<file path="config.mk">
export PLATFORM = sky130hd
export DESIGN_NAME = clk_seg_display_mux
export DESIGN_NICKNAME = d
export VERILOG_FILES = /design/src/rtl/clk_seg_display_mux.sv
export SDC_FILE = /design/constraint.sdc
export NUM_CORES = 1
export LEC_CHECK = 0
export ABC_AREA = 1
export ABC_CLOCK_PERIOD_IN_PS = 3700
export CAP_MARGIN = 5
export CORE_UTILIZATION = 58
export CTS_CLUSTER_DIAMETER = 60
export DETAILED_ROUTE_END_ITERATION = 8
export PLACE_DENSITY = 0.76
export SYNTH_ARGS = -nofsm -noshare
export SYNTH_HDL_FRONTEND = slang
export SYNTH_SLANG_ARGS = --single-unit
</file>
<file path="constraint.sdc">
create_clock -name clk -period 3.7 [get_ports clk]
set_input_delay 0.74 -clock clk [delete_from_list [all_inputs] [get_ports clk]]
set_output_delay 0.74 -clock clk [all_outputs]
set_load 0.005 [all_outputs]
</file>
<file path="src/rtl/clk_seg_display_mux.sv">
// Time-multiplexed MM.SS driver for a 4-digit common-anode 7-segment display.
// Optional macro LEAD_ZERO_BLANK_EN blanks a zero minutes-tens digit.
module clk_seg_display_mux #(
  parameter int REFRESH_DIV = 100000,
  parameter int DEAD_CYCLES = 1000
) (
  input  logic       clk,
  input  logic       reset,
  input  logic [5:0] seconds_in,
  input  logic [5:0] minutes_in,
  output logic [6:0] seg_out,
  output logic       dp_out,
  output logic [3:0] an_out,
  output logic       frame_tick
);
  localparam int CW = (REFRESH_DIV > 2) ? $clog2(REFRESH_DIV) : 1;
  localparam logic [3:0] DASH  = 4'hA;
  localparam logic [3:0] BLANK = 4'hF;

  typedef enum logic {DEAD, ON} state_t;

  state_t        state, state_nxt;
  logic [CW-1:0] cnt, cnt_nxt;
  logic [1:0]    idx, idx_nxt;
  logic [5:0]    sec_snap, min_snap, sec_nxt, min_nxt;
  logic          wrap, capture, sec_bad, min_bad;
  logic [3:0]    code;

  // Active-high g..a pattern; unknown codes decode to a dash, BLANK to nothing.
  function automatic logic [6:0] enc(input logic [3:0] d);
    case (d)
      4'd0:    enc = 7'h3F;
      4'd1:    enc = 7'h06;
      4'd2:    enc = 7'h5B;
      4'd3:    enc = 7'h4F;
      4'd4:    enc = 7'h66;
      4'd5:    enc = 7'h6D;
      4'd6:    enc = 7'h7D;
      4'd7:    enc = 7'h07;
      4'd8:    enc = 7'h7F;
      4'd9:    enc = 7'h6F;
      BLANK:   enc = 7'h00;
      default: enc = 7'h40;
    endcase
  endfunction

  // Outputs are registered from next-state values so they line up with cnt.
  always_comb begin
    wrap    = (cnt == CW'(REFRESH_DIV - 1));
    cnt_nxt = wrap ? '0 : cnt + 1'b1;
    idx_nxt = wrap ? idx + 2'd1 : idx;
    capture = (cnt == '0) && (idx == 2'd0);
    sec_nxt = capture ? seconds_in : sec_snap;
    min_nxt = capture ? minutes_in : min_snap;
    sec_bad = (sec_nxt > 6'd59);
    min_bad = (min_nxt > 6'd59);
  end

  always_comb begin
    code = DASH;
    case (idx_nxt)
      2'd0: code = sec_bad ? DASH : 4'(sec_nxt % 6'd10);
      2'd1: code = sec_bad ? DASH : 4'(sec_nxt / 6'd10);
      2'd2: code = min_bad ? DASH : 4'(min_nxt % 6'd10);
      default: begin
        code = min_bad ? DASH : 4'(min_nxt / 6'd10);
`ifdef LEAD_ZERO_BLANK_EN
        if (!min_bad && code == 4'd0) code = BLANK;
`else
`endif
      end
    endcase
  end

  always_comb begin
    state_nxt = state;
    case (state)
      DEAD: if (DEAD_CYCLES == 0 || cnt_nxt == CW'(DEAD_CYCLES)) state_nxt = ON;
      ON:   if (wrap && DEAD_CYCLES != 0) state_nxt = DEAD;
      default: state_nxt = DEAD;
    endcase
  end

  always_ff @(posedge clk) begin
    if (reset) state <= DEAD;
    else       state <= state_nxt;
  end

  always_ff @(posedge clk) begin
    if (reset) begin
      cnt        <= '0;
      idx        <= '0;
      sec_snap   <= '0;
      min_snap   <= '0;
      an_out     <= 4'hF;
      seg_out    <= 7'h7F;
      dp_out     <= 1'b1;
      frame_tick <= 1'b0;
    end else begin
      cnt        <= cnt_nxt;
      idx        <= idx_nxt;
      sec_snap   <= sec_nxt;
      min_snap   <= min_nxt;
      frame_tick <= capture;
      if (state_nxt == ON) begin
        an_out  <= ~(4'b0001 << idx_nxt);
        seg_out <= ~enc(code);
        dp_out  <= (idx_nxt != 2'd2);
      end else begin
        an_out  <= 4'hF;
        seg_out <= 7'h7F;
        dp_out  <= 1'b1;
      end
    end
  end
endmodule

</file>
==> results of run 1 <==
-- final cells by class --
type / instances / area (um^2)
clock buffers: 6 / 72.6
inverters: 74 / 280
well taps: 67 / 83.8
fillers: 396 / 1100
multi-input cells: 323 / 1950
clock inverters: 2 / 35.0
repair buffers: 51 / 448
flip-flops and latches: 44 / 885
-- flip-flops by register name, summed over array words and instances (netlist names) --
name	cells
idx	2
sec_snap	6
an_out	3
seg_out	7
frame_tick	1
cnt	17
dp_out	1
state	1
min_snap	6
-- worst max path at each step --
stage                           start  depth (start not counted)                    end
finish              idx[1]$_SDFF_PP0_                         26  seg_out[3]$_SDFF_PP1_
global route        cnt[0]$_SDFF_PP0_                         27  seg_out[3]$_SDFF_PP1_
CTS                 idx[0]$_SDFF_PP0_                         27  seg_out[0]$_SDFF_PP1_
detailed placement      seconds_in[5]                         24  seg_out[0]$_SDFF_PP1_
global placement        seconds_in[5]                         24  seg_out[0]$_SDFF_PP1_
floorplan           cnt[0]$_SDFF_PP0_                         28  seg_out[0]$_SDFF_PP1_
-- metal layers --
layer  global-route usage  vias up  wire (um)
li1                     -     1518          -
met1                0.329     1326       3190
met2                0.429       61       3280
met3               0.0343       10        207
met4               0.0876        0        121
met5                    0        -          0
-- logic make-up (layout without fill, tap and decap cells) --
group                      count (synthesis)  after routing  synth area share
AOI/OAI and AO/OA                         31             31            0.0688
xor gates and xnor gates                   3              3           0.00881
adders and majority gates                 15             15            0.0629
buffers and inverters                     79            133             0.104
DFF                                       44             44             0.295
and+or+nand+nor                          273            274             0.460
-- cell usage after synthesis, types with 2 or more instances --
| library cell | instances | area, um^2 |
|---|---|---|
| nand3_1 | 41 | 205 |
| nor2_4 | 5 | 56.3 |
| nand3_4 | 2 | 35.0 |
| nor2_2 | 4 | 25.0 |
| dfxtp_1 | 44 | 881 |
| inv_1 | 69 | 259 |
| o21ai_4 | 2 | 32.5 |
| nor4_1 | 3 | 18.8 |
| and2_1 | 2 | 12.5 |
| xor2_1 | 2 | 17.5 |
| inv_2 | 4 | 15.0 |
| o21ai_2 | 3 | 26.3 |
| o21ai_1 | 4 | 20.0 |
| a21oi_1 | 8 | 40.0 |
| nand3_2 | 7 | 70.1 |
| o21bai_1 | 3 | 22.5 |
| nand2_1 | 93 | 349 |
| o21ai_0 | 8 | 40.0 |
| nor3_1 | 8 | 40.0 |
| nand2_4 | 4 | 45.0 |
| clkbuf_1 | 3 | 11.3 |
| nor2_1 | 64 | 240 |
| nand4_1 | 15 | 93.8 |
| nand2_2 | 18 | 113 |
| ha_1 | 15 | 188 |
| nand3b_1 | 3 | 22.5 |
-- where the power goes --
part / internal, mW / switching [mW]
combinational: 0.353 / 0.542
clock: 0.201 / 0.174
sequential: 0.493 / 0.00813
-- per-stage QoR --
stage | instances | total power [mW] | utilization | area (um^2)
after floorplan | 445 | 1.09 | - | 2980
after global placement | 545 | 1.24 | 0.699 | 3390
after detailed placement | 545 | 1.25 | 0.699 | 3390
after CTS | 553 | 1.62 | 0.721 | 3500
after global routing | 567 | 1.89 | 0.773 | 3750
final | 567 | 1.77 | 0.773 | 3750
-- timing repair --
item                                    in CTS  in global routing
resized for setup                            0                 43
setup buffers                                0                 13
endpoints found under the setup margin       0                  7
hold buffers                                 0                  0
==> summary.md, run 1 <==
| Metric | Value |
|---|---|
| Vias in the first global route | `around 2600` |
| Slew headroom | `0.699` |
| Most frequent cells in the layout | `nand2_1 (83), inv_1 (62), nor2_1 (62), dfxtp_1 (41), nand3_1 (34)` |
| Syn_area_per_cell | `6.71 um^2` |
| Clock Tree Root | `clkbuf_8` |
| Setup WS post-layout | `208 ps` |
| Crit path buf inv count | `5` |
| Avg WL per Cell | `12.0 um` |
| Critical path type | `flop to flop` |
| Setup slack, reg-to-reg | `210 ps` |
| Commonest non-fill, non-tap cell in the layout | `nand2_1` |
| Status | `finished, final reports clean` |
| Clk pin slew, worst setup/hold paths | `90 ps` |
| Die width | `73.7 um` |
| Ports | `27` |
| TritonCTS Buffers | `5` |
| Port Buffers | `26` |
| Largest net degree at the start of global routing | `32` |
| Clock Skew | `10.5 ps` |
| CTS tree | `done` |
| Max Transition Viols Final | `0` |
| Fmax | `~290 MHz` |
| Yosys warns | `0` |
| Setup violations, final | `0` |
| Tightest hold margin | `458 ps` |
| Worst hold path type | `flop to flop` |
| Initial DRC Count | `197` |
| Top FF cell, synth | `dfxtp_1` |
| Power per cell area | `472 nW/um^2` |
| Area growth, synth to finish | `25.7%` |
| CP required | `3890 ps` |
| Part of the cycle the worst path needs | `0.944` |
| Yosys reg bits | `44` |
| Layout Nets | `between 500 and 600` |
| Async SR Flop Fraction | `0` |
| Fraction of layout cells with a size suffix above 1 | `0.248` |
| Worst r2r src | `idx[1]$_SDFF_PP0_` |
| Via count | `2915` |
| Antenna-violating nets left | `0` |
| CP Launch Type | `flop` |
| Sequential fraction of the synthesis area | `0.295` |
| Worst-Skew Late Latency | `300 ps` |
| Initial antenna violation count | `0` |
| Post-route setup TNS | `0 ps` |
| Initial core utilization | `0.615` |
| Worst VDD drop | `0.000326 V` |
| Cell family with most CP delay | `simple AND/OR/NAND/NOR gates` |
| Critical Path AT | `approximately 3700 ps` |
| Clk buf depth | `2` |
| DR vias/cell | `about 5` |
| Post-route DRC | `0` |
| GRT Util Overall | `0.254` |
| Number of flops mapped to enable cells by yosys | `0` |
| Final WL | `6800 um` |
| Core footprint | `4850 um^2` |
| H-tree levels | `2` |
| # diodes | `0` |
| Worst path max stage delay | `around 330 ps` |
| Drt pass-1 iters | `5` |
| Worst Tran Pin Value | `around 450 ps` |
| Row count | `25` |
| Syn_nets | `474` |
| Hold endpoint | `cnt[0]$_SDFF_PP0_` |
| Hold path startpoint | `cnt[0]$_SDFF_PP0_` |
| Worst r2r dst | `seg_out[3]$_SDFF_PP1_` |
| Max Cap Viol | `0` |
| Slowest library cell on the worst path | `dfxtp_2` |
| Distinct cell type count after synthesis | `37` |
| Tmin final | `around 3500 ps` |
| Final hold vios | `0` |
| Die H | `73.7 um` |
| First-pass GRT wire length | `10800 um` |
| DP Wirelength | `4950 um` |
| Cell area after synthesis | `2980 um^2` |
| Hold path cells | `1` |
| RePlAce Congestion | `0.854` |
| Leak | `1.79 nW` |
| CTS sink count | `44` |
| Overflow after GRT | `0` |
| R2R depth | `26` |
| Die area | `between 5000 and 6000 um^2` |
| Cells after Synth | `445` |
| Critical path peak fanout | `8` |
| Worst slack, placed | `-97.1 ps` |
| Worst setup EP type | `flop` |
(Power assumes the default switching activity.)
==> inputs of run 2 (changes only) <==
ABC_AREA = unset   (was 1)
CORE_UTILIZATION = 59   (was 58)
PLACE_DENSITY = 0.77   (was 0.76)
==> summary.md, run 2 <==
| Metric | Value |
|---|---|
| Status | `finished, violations left` |
| Violated checks | `setup timing` |
| Worst-path cell chain | `or4_4 > or3_4 > nor2_4 > mux2i_2 > inv_2 > ha_4 > o211ai_1 > a221oi_2 > a211o_1 > xnor2_2 > mux2i_2 > ha_1 > nor4_2 > or4_4 > or3_4 > a21boi_2 > o31ai_2` |
| H-tree levels | `2 (unchanged)` |
| Register with the most flip-flops | `cnt` |
| Critical path peak fanout | `5 (-3)` |
| Crit path buf inv count | `1 (-4)` |
| Layout Cells excl Fill | `600 (+5.8%)` |
| Worst setup EP type | `flop` |
| Avg WL per Cell | `15.7 um (+31%)` |
| Syn_nets | `448 (-5.5%)` |
| Async SR Flop Fraction | `0 (unchanged)` |
| Worst VDD drop | `0.000306 V (-6.1%)` |
| Unrepaired setup endpoints after global routing | `yes` |
| Clock Tree Root | `clkbuf_8` |
| Post-route setup TNS | `-6500 ps (-6500 ps)` |
| Final WL | `9400 um (+38%)` |
| Share of the synthesized area in the top cell type | `0.272 (-0.0233)` |
| RePlAce Congestion | `0.942 (+10%)` |
| Largest net degree at the start of global routing | `23 (-28%)` |
| Yosys warns | `0 (unchanged)` |
| Number of flops mapped to enable cells by yosys | `0 (unchanged)` |
| Die area | `5790 um^2 (+6.5%)` |
| Distinct cell type count after synthesis | `65 (+76%)` |
| Cells after Synth | `419 (-5.8%)` |
| Sequential fraction of the synthesis area | `0.272 (-0.0233)` |
| Largest register FFs | `17 (unchanged)` |
| Final hold vios | `0 (unchanged)` |
| Cell area after synthesis | `3240 um^2 (+8.6%)` |
| Ports | `27 (unchanged)` |
| DP Wirelength | `6920 um (+40%)` |
| Fraction of layout cells with a size suffix above 1 | `0.289 (+0.0407)` |
| Slew headroom | `0.509 (-0.190)` |
| Final Util | `0.860 (+0.0867)` |
| Max Cap Viol | `0 (unchanged)` |
| Drt pass-1 iters | `5 (unchanged)` |
| Worst path max stage delay | `560 ps (+230 ps)` |
| Area growth, synth to finish | `38.2%` |
| CTS sink count | `44 (unchanged)` |
| Cell with the most instances after synthesis | `nor2_1` |
| Clk pin slew, worst setup/hold paths | `90 ps (about the same)` |
| CP required | `3900 ps (about the same)` |
| Post-route DRC | `0 (unchanged)` |
| Commonest non-fill, non-tap cell in the layout | `buf_4` |
| Max Transition Viols Final | `0 (unchanged)` |
| Worst-Skew Late Latency | `300 ps (about the same)` |
| Via count | `3578 (+23%)` |
| Part of the cycle the worst path needs | `1.27 (+0.322)` |
| Hold_buf cts | `0 (unchanged)` |
| Placed insts | `583 (+7.0%)` |
| Initial antenna violation count | `0 (unchanged)` |
| TritonCTS Buffers | `5 (unchanged)` |
| Worst hold path type | `flop to flop` |
| Tightest hold margin | `537 ps (+79.8 ps)` |
| # diodes | `0 (unchanged)` |
| DR vias/cell | `5.96 (+16%)` |
| Core footprint | `5200 um^2 (+7.4%)` |
| CP Launch Type | `flop` |
| Port Buffers | `26 (unchanged)` |
| Top FF cell, synth | `dfxtp_1` |
| Cell family with most CP delay | `simple AND/OR/NAND/NOR gates` |
| Worst slack, placed | `-926 ps (-829 ps)` |
| Initial core utilization | `0.622 (+0.00687)` |
| Clk buf depth | `2 (unchanged)` |
| Die width | `76.1 um (+3.2%)` |
| Syn_area_per_cell | `7.73 um^2 (+15%)` |
| Tmin final | `4690 ps (+1190 ps)` |
| Critical path type | `flop to flop` |
| Slowest library cell on the worst path | `or4_4` |
| Antenna-violating nets left | `0 (unchanged)` |
| Worst Tran Pin Value | `731 ps (+283 ps)` |
| Power per cell area | `377 nW/um^2 (-20%)` |
| Row count | `26 (+4.0%)` |
| Initial DRC Count | `354 (+80%)` |
| Setup violations, final | `7 (+7)` |
| Clock Skew | `7.01 ps (-3.50 ps)` |
| Commonest cells post-synth | `nor2_1 (59), dfxtp_1 (44), nand2_1 (27)` |
| Critical Path AT | `4880 ps (+1200 ps)` |
| Vias in the first global route | `3296 (+28%)` |
| First-pass GRT wire length | `15500 um (+43%)` |
| Layout Nets | `558 (+5.7%)` |
| Dominant cell type by area after synthesis | `dfxtp_1` |
| Overflow after GRT | `0 (unchanged)` |
| Largest cells by area after synthesis | `dfxtp_1 (27%), nor2_1 (6.8%), ha_1 (5.8%), mux2i_1 (4.9%), xnor2_1 (3.5%)` |
| Leak | `1.87 nW (+4.3%)` |
| Regs by FF count | `cnt: 17 flops, seg_out: 7 flops` |
| CTS tree | `done` |
| Setup WS post-layout | `-985 ps (-1190 ps)` |
| Most frequent cells in the layout | `buf_4 (102), nor2_1 (58), dfxtp_1 (43), nand2_1 (27), clkdlybuf4s50_1 (26)` |
| Fmax | `213 MHz (-25%)` |
| Yosys reg bits | `44 (unchanged)` |
| Die H | `76.1 um (+3.2%)` |
| GRT Util Overall | `0.326 (+0.0722)` |
| Fill cells | `308 (-22%)` |
run 2: timing repair:
item / CTS / global route
setup buffers: 3 / 6
endpoints found under the setup margin: 7 / 10
pin swaps: 8 / 7
gates resized for setup: 9 / 11
run 2: final timing paths:
| check | slack, ps | cells past startpoint | from | endpoint |
|---|---|---|---|---|
| hold / removal | 540 | 2 | sec_snap[5]$_SDFF_PP0_ | sec_snap[5]$_SDFF_PP0_ |
| setup / recovery | -990 | 17 | cnt[5]$_SDFF_PP0_ | seg_out[6]$_SDFF_PP1_ |
| setup reg to reg | -990 | 17 | cnt[5]$_SDFF_PP0_ | seg_out[6]$_SDFF_PP1_ |
| hold reg to reg | 540 | 2 | sec_snap[5]$_SDFF_PP0_ | sec_snap[5]$_SDFF_PP0_ |
run 2: layout make-up:
class                      instances  area (um^2)  share of cell area
sequential                        44          882               0.197
tap                               70         87.6              0.0196
inverter                          19         71.3              0.0159
multi-input combinational        331         2290               0.513
clock inverter                     3         46.3              0.0103
clock buffer                       5         68.8              0.0154
timing repair buffer             128         1030               0.229
run 2: logic make-up (layout without fill, tap and decap cells):
kind of cell,after synthesis,in the layout,synth area share
flops,44,44,0.272
buf+inv,44,155,0.0576
fa+ha+maj,15,15,0.0579
compound gates,90,90,0.190
simple gates,186,186,0.306
mux,19,19,0.0599
xor+xnor,21,21,0.0568
run 2: through the flow:
stage	instance area [um^2]	power, mW
after floorplan	3280	0.931
after global placement	4200	1.19
after detailed placement	4200	1.21
after CTS	4390	1.63
after global routing	4480	1.77
final	4480	1.69
run 2: power breakdown:
part	internal (mW)	leakage (nW)	total, mW	switching, mW
logic	0.399	1.46	0.789	0.390
clock network	0.204	0.0548	0.392	0.188
registers	0.490	0.359	0.505	0.0150
run 2: layer usage:
layer / vias up / share of wire / track usage / routed length [um]
met5: - / 0 / 0 / 0
met1: 1661 / 0.43 / 0.428 / 4040
met4: 0 / 0.014 / 0.0885 / 131
met3: 17 / 0.082 / 0.0479 / 774
met2: 169 / 0.47 / 0.556 / 4450
li1: 1731 / - / - / -
run 2: tightest hold or removal path: stages (launching register included):
cell	delay, ps
dfxtp_1	370
nand2_1	80
a21oi_1	50
